--- config.mk ---
export PLATFORM = sky130hd
export DESIGN_NAME = morse_rx
export DESIGN_NICKNAME = d
export VERILOG_FILES = /design/src/rtl/morse_rx.sv
export SDC_FILE = /design/constraint.sdc
export NUM_CORES = 1
export LEC_CHECK = 0
export ABC_AREA = 1
export CAP_MARGIN = 20
export CORE_MARGIN = 2
export CORE_UTILIZATION = 45
export DETAILED_ROUTE_END_ITERATION = 8
export SLEW_MARGIN = 20
export SYNTH_ARGS = -nofsm -noshare
export SYNTH_HDL_FRONTEND = slang
export SYNTH_SLANG_ARGS = --single-unit
--- constraint.sdc ---
create_clock -name clk -period 5.1 [get_ports clk]
set_clock_uncertainty 0.05 [all_clocks]
set_input_delay 1.02 -clock clk [delete_from_list [all_inputs] [get_ports clk]]
set_output_delay 1.02 -clock clk [all_outputs]
set_load 0.03 [all_outputs]
--- src/rtl/morse_rx.sv ---
// Morse line receiver: measures mark and space runs in dot units of K clocks and rebuilds the left-aligned element pattern.
// Optional MORSE_RX_GLITCH_EN: marks shorter than K/2 clocks are ignored and gap timing carries on across them.
module morse_rx #(
    parameter int K = 50,
    parameter int W = 24
) (
    input  logic         clk,
    input  logic         rst,
    input  logic         in,
    output logic [W-1:0] y,
    output logic         valid,
    output logic         word,
    output logic         err
);
    localparam int CW = $clog2(8*K + 1);
    localparam int PW = $clog2(W + 1);
    localparam logic [CW-1:0] C_2K = CW'(2*K);
    localparam logic [CW-1:0] C_3K = CW'(3*K);
    localparam logic [CW-1:0] C_5K = CW'(5*K);
    localparam logic [CW-1:0] C_7K = CW'(7*K);
    localparam logic [CW-1:0] C_8K = CW'(8*K);
`ifdef MORSE_RX_GLITCH_EN
    localparam logic [CW-1:0] C_KH = CW'(K/2);
`endif

    typedef enum logic [1:0] {IDLE, MARK, GAP} state_t;

    state_t        r_state, w_state_nx;
    logic [CW-1:0] r_cnt, w_cnt_nx;
    logic [W-1:0]  r_buf, w_buf_nx;
    logic [W-1:0]  r_y, w_y_nx;
    logic [PW-1:0] r_ptr, w_ptr_nx;
    logic          r_drop, w_drop_nx;
    logic          r_valid, w_valid_nx;
    logic          r_word, w_word_nx;
    logic          r_err, w_err_nx;
`ifdef MORSE_RX_GLITCH_EN
    logic [CW-1:0] r_save, w_save_nx;
    logic          r_from_gap, w_from_gap_nx;
`endif

    logic          w_gap_eval;
    logic [CW-1:0] w_gap_old, w_gap_new;
    logic          w_dash, w_mark_err;
    logic [PW-1:0] w_width;
    logic [W-1:0]  w_pat;

    always_ff @(posedge clk) begin
        if (!rst) begin
            r_state <= IDLE;
            r_cnt   <= '0;
            r_buf   <= '0;
            r_y     <= '0;
            r_ptr   <= PW'(W);
            r_drop  <= 1'b0;
            r_valid <= 1'b0;
            r_word  <= 1'b0;
            r_err   <= 1'b0;
`ifdef MORSE_RX_GLITCH_EN
            r_save     <= '0;
            r_from_gap <= 1'b0;
`endif
        end else begin
            r_state <= w_state_nx;
            r_cnt   <= w_cnt_nx;
            r_buf   <= w_buf_nx;
            r_y     <= w_y_nx;
            r_ptr   <= w_ptr_nx;
            r_drop  <= w_drop_nx;
            r_valid <= w_valid_nx;
            r_word  <= w_word_nx;
            r_err   <= w_err_nx;
`ifdef MORSE_RX_GLITCH_EN
            r_save     <= w_save_nx;
            r_from_gap <= w_from_gap_nx;
`endif
        end
    end

    always_comb begin
        w_state_nx = r_state;
        w_cnt_nx   = r_cnt;
        w_buf_nx   = r_buf;
        w_y_nx     = r_y;
        w_ptr_nx   = r_ptr;
        w_drop_nx  = r_drop;
        w_valid_nx = 1'b0;
        w_word_nx  = 1'b0;
        w_err_nx   = 1'b0;
`ifdef MORSE_RX_GLITCH_EN
        w_save_nx     = r_save;
        w_from_gap_nx = r_from_gap;
`endif
        w_gap_eval = 1'b0;
        w_gap_old  = r_cnt;
        w_gap_new  = r_cnt + CW'(1);
        w_dash     = (r_cnt >= C_2K);
        w_width    = w_dash ? PW'(4) : PW'(2);
        w_pat      = (w_dash ? W'(4'b1110) : W'(2'b10)) << (r_ptr - w_width);
        w_mark_err = 1'b0;

        case (r_state)
            IDLE: begin
                if (in) begin
                    w_state_nx = MARK;
                    w_cnt_nx   = CW'(1);
`ifdef MORSE_RX_GLITCH_EN
                    w_from_gap_nx = 1'b0;
`endif
                end
            end
            MARK: begin
                if (in) begin
                    if (r_cnt != C_8K)
                        w_cnt_nx = r_cnt + CW'(1);
                end else begin
`ifdef MORSE_RX_GLITCH_EN
                    // Glitch: fold its length back into the interrupted gap.
                    if (r_cnt < C_KH) begin
                        if (r_from_gap) begin
                            w_gap_eval = 1'b1;
                            w_gap_old  = r_save;
                            w_gap_new  = r_save + r_cnt + CW'(1);
                        end else begin
                            w_state_nx = IDLE;
                            w_cnt_nx   = '0;
                        end
                    end else
`endif
                    begin
                        w_state_nx = GAP;
                        w_cnt_nx   = CW'(1);
                        if (r_cnt >= C_5K)
                            w_mark_err = 1'b1;
                        else if (!r_drop) begin
                            if (w_width <= r_ptr) begin
                                w_buf_nx = r_buf | w_pat;
                                w_ptr_nx = r_ptr - w_width;
                            end else
                                w_mark_err = 1'b1;
                        end
                        if (w_mark_err) begin
                            w_err_nx  = 1'b1;
                            w_buf_nx  = '0;
                            w_ptr_nx  = PW'(W);
                            w_drop_nx = 1'b1;
                        end
                    end
                end
            end
            GAP: begin
                if (in) begin
                    w_state_nx = MARK;
                    w_cnt_nx   = CW'(1);
`ifdef MORSE_RX_GLITCH_EN
                    w_save_nx     = r_cnt;
                    w_from_gap_nx = 1'b1;
`endif
                end else
                    w_gap_eval = 1'b1;
            end
            default: begin
                w_state_nx = IDLE;
                w_cnt_nx   = '0;
            end
        endcase

        // Thresholds fire on crossing so a resumed gap cannot skip them.
        if (w_gap_eval) begin
            w_state_nx = GAP;
            w_cnt_nx   = w_gap_new;
            if (w_gap_old < C_3K && w_gap_new >= C_3K) begin
                if (r_ptr != PW'(W) && !r_drop) begin
                    w_valid_nx = 1'b1;
                    w_y_nx     = r_buf;
                end
                w_buf_nx  = '0;
                w_ptr_nx  = PW'(W);
                w_drop_nx = 1'b0;
            end
            if (w_gap_new >= C_7K) begin
                w_word_nx  = 1'b1;
                w_state_nx = IDLE;
                w_cnt_nx   = '0;
            end
        end
    end

    assign y     = r_y;
    assign valid = r_valid;
    assign word  = r_word;
    assign err   = r_err;
endmodule

==> flow_metrics.py <==
metrics = {
    "run_status": {
        "run_status": "completed",
    },
    "clocking": {
        "cts_hold_buffers": 0,
        "cts_tree": "yes",
        "cts_resized": 0,
        "numCtsBuffers": 9,
        "path_clk_slew_ns": 0.08,
        "clock_latency_ns": 0.35,
        "htreeDepth": 3,
        "cts-root-buf": "clkbuf_8",
        "postCtsSetupRepairBufs": 0,
        "clock_sinks": 68,
        "cts_buffer_depth": 2,
    },
    "floorplan": {
        "fp-row-count": 31,
        "fp.dieH_um": 91.4,
        "core-area_um2": 7330,
        "top_level_ports": 30,
        "fp.dieW_um": 91.4,
        "die_area_um2": 8360,
        "start_util_pct": 46.9,
    },
    "cells_and_area": {
        "fillCellCount": 728,
        "nets": 561,
        "layout-drive-gt1-share_pct": 7.73,
        "stdcell_count": 655,
        "final_common_cell": "nand2_1",
        "layout_common_cells": "nand2_1 (114), nor2_1 (98), inv_1 (83), dfxtp_1 (68), a21oi_1 (33)",
        "syn_to_final_growth_pct": 17.0,
        "insertedDiodeCount": 0,
    },
    "grt": {
        "antenna_found_initial": 0,
        "met3_usage_pct": 4.48,
        "grt_use_met2_pct": 29.7,
        "grt_usage_pct": 21.0,
        "grtUsageMet1_pct": 30.9,
        "overflow": 0,
        "grt_pass1_wl_um": 13900,
        "grt-busiest-layer": "met1",
        "first_global_vias": 2939,
        "grt_max_degree": 50,
    },
    "route": {
        "drt-pass1-iter-count": 5,
        "drt_iter0_drc": 185,
        "ant_nets": 0,
        "drc_errors": 0,
        "via_count": 3192,
        "via_per_inst": 4.87,
        "drt_wl_total_um": 8020,
        "routedWlPerCell_um": 12.2,
    },
    "timing": {
        "finalCritPeriodShare_pct": 62.5,
        "fin_tns_setup_ns": 0,
        "fin_crit_ns": 3.19,
        "fmax_ghz": 0.314,
        "slew_viol_final": 0,
        "grt_setup_unrepaired": "no",
        "tightest_slew_ns": 0.686,
        "hold_viol_final": 0,
        "slew-limit-headroom_pct": 53.9,
        "setup_violations": 0,
    },
    "synthesis": {
        "synth.avg_cell_area_um2": 6.60,
        "ys_ff_latch": 68,
        "netlist_area_um2": 3440,
        "ys_types": 35,
        "syn_inst": 521,
        "yosysSeqAreaShare_pct": 39.6,
        "synth_warnings": 0,
        "synth_nets": 531,
    },
    "critical_path": {
        "worstPathMaxFanout": 9,
        "crit_path_max_incr_delay_ns": 0.57,
        "r2r_end": "r_buf[9]",
        "rr_worst_depth": 14,
        "startpoint_type": "flip-flop",
        "arrival_ns": 3.43,
        "crit_chain": "nor2_1 > nand2_1 > nand2_1 > nand2_1 > inv_1 > ha_1 > fa_1 > xnor2_1 > inv_2 > nor2_1 > a22oi_1 > nor2_1 > a21oi_1 > nor2_1",
        "critPathRequiredTime_ns": 5.34,
        "crit_top_cell": "nor2_1",
        "r2r-start": "r_cnt[3]",
        "crit_type": "flip-flop to flip-flop",
        "cp_slowest_cell": "xnor2_1",
        "ff2ff_setup_slack_ns": 1.91,
        "end_kind": "flip-flop",
    },
    "worst_hold_path": {
        "min_delay_path_depth": 2,
        "min_path_type": "flip-flop to flip-flop",
        "hold_end": "r_buf[0]",
        "min_from": "r_buf[0]",
    },
    "placed_design": {
        "dp_hpwl_um": 5690,
        "dp.cells": 639,
        "gp_congestion": 0.868,
        "io_buffers": 29,
    },
    "flow_run": {
        "drv_cap": 0,
    },
    "power_and_ir_drop": {
        "p_per_area_nw_per_um2": 297,
        "ir_drop_uv": 148,
        "p_leak_nw": 1.93,
    },
}
worst max-delay path, delay by kind of cell, from the launching register on:
kind,cells,cell delay [ns]
and+or+nand+nor,7,0.91
adders and majority gates,2,0.64
xor gates and xnor gates,1,0.57
DFF,1,0.47
buffers and inverters,2,0.31
AOI/OAI and AO/OA,2,0.16
cell type report:
cell class	count	area (µm²)	area share [%]
Clock buffer	11	151	3.76
Sequential cell	68	1360	33.8
Timing Repair Buffer	31	305	7.59
Tap cell	99	124	3.08
Multi-Input combinational cell	353	1670	41.4
Clock inverter	5	83.8	2.08
Inverter	88	330	8.21
kinds of logic (layout without fill, tap and decap cells):
logic type / count (synthesis) / in the layout / synth area share, %
compound gates: 57 / 57 / 9.21
xor+xnor: 2 / 2 / 0.510
fa+ha+maj: 7 / 7 / 2.77
buf+inv: 100 / 135 / 11.9
flops: 68 / 68 / 39.6
simple gates: 287 / 287 / 36.0
stage by stage:
stage               setup slack [ns]  utilization [%]  power [mW]  cell area [µm²]  hold WS [ns]
floorplan                       2.54                -       0.653             3440         0.370
global placement                1.93             51.7       0.686             3790         0.383
detailed placement              1.94             51.7       0.686             3790         0.388
CTS                             1.96             54.9        1.21             4020         0.400
global route                    1.61             54.9        1.25             4020         0.405
finish                          1.91             54.9        1.20             4020         0.397
flip-flops by register name (all words and copies together), names as in the netlist:
| signal | cells |
|---|---|
| word | 1 |
| err | 1 |
| y | 24 |
| valid | 1 |
| r_cnt | 9 |
| r_drop | 1 |
| r_ptr | 5 |
| r_buf | 24 |
| r_state | 2 |
Yosys cell counts (all sizes together):
library cell / instances / area (µm²)
nand2: 122 / 483
nor2: 110 / 448
inv: 84 / 315
dfxtp: 68 / 1360
a21oi: 33 / 165
nand3: 32 / 170
nand4: 15 / 93.8
o21ai: 15 / 82.6
buf: 7 / 60.1
ha: 6 / 75.1
nor3: 6 / 30.0
clkbuf: 5 / 18.8
clkinv: 4 / 15.0
a31oi: 2 / 12.5
o21bai: 2 / 15.0
a211oi: 1 / 7.51
a22oi: 1 / 7.51
a41oi: 1 / 8.76
and2: 1 / 6.26
fa: 1 / 20.0
nand3b: 1 / 7.51
o311ai: 1 / 8.76
o41ai: 1 / 8.76
xnor2: 1 / 8.76
xor2: 1 / 8.76
layer usage:
metal	up-vias	routed length (µm)
met5	-	0
met4	0	129
met3	10	331
met2	79	3320
met1	1419	4240
li1	1684	-
how the worst max path moves through the flow:
stage | startpoint | end | slack (ns)
5_1_grt | r_cnt[3] | r_buf[9] | 1.61
4_1_cts | r_cnt[3] | r_buf[9] | 1.96
3_3_place_gp | in | r_cnt[8] | 1.93
6_report | r_cnt[3] | r_buf[9] | 1.91
2_1_floorplan | r_cnt[5] | r_buf[9] | 2.54
3_5_place_dp | in | r_cnt[8] | 1.94
report_power, final:
group / switching [mW] / total (mW) / internal [mW]
registers: 0.00934 / 0.548 / 0.538
logic: 0.0946 / 0.129 / 0.0348
clock network: 0.217 / 0.520 / 0.303
total: 0.321 / 1.20 / 0.876
No activity file was read; power rests on OpenSTA's default activity.
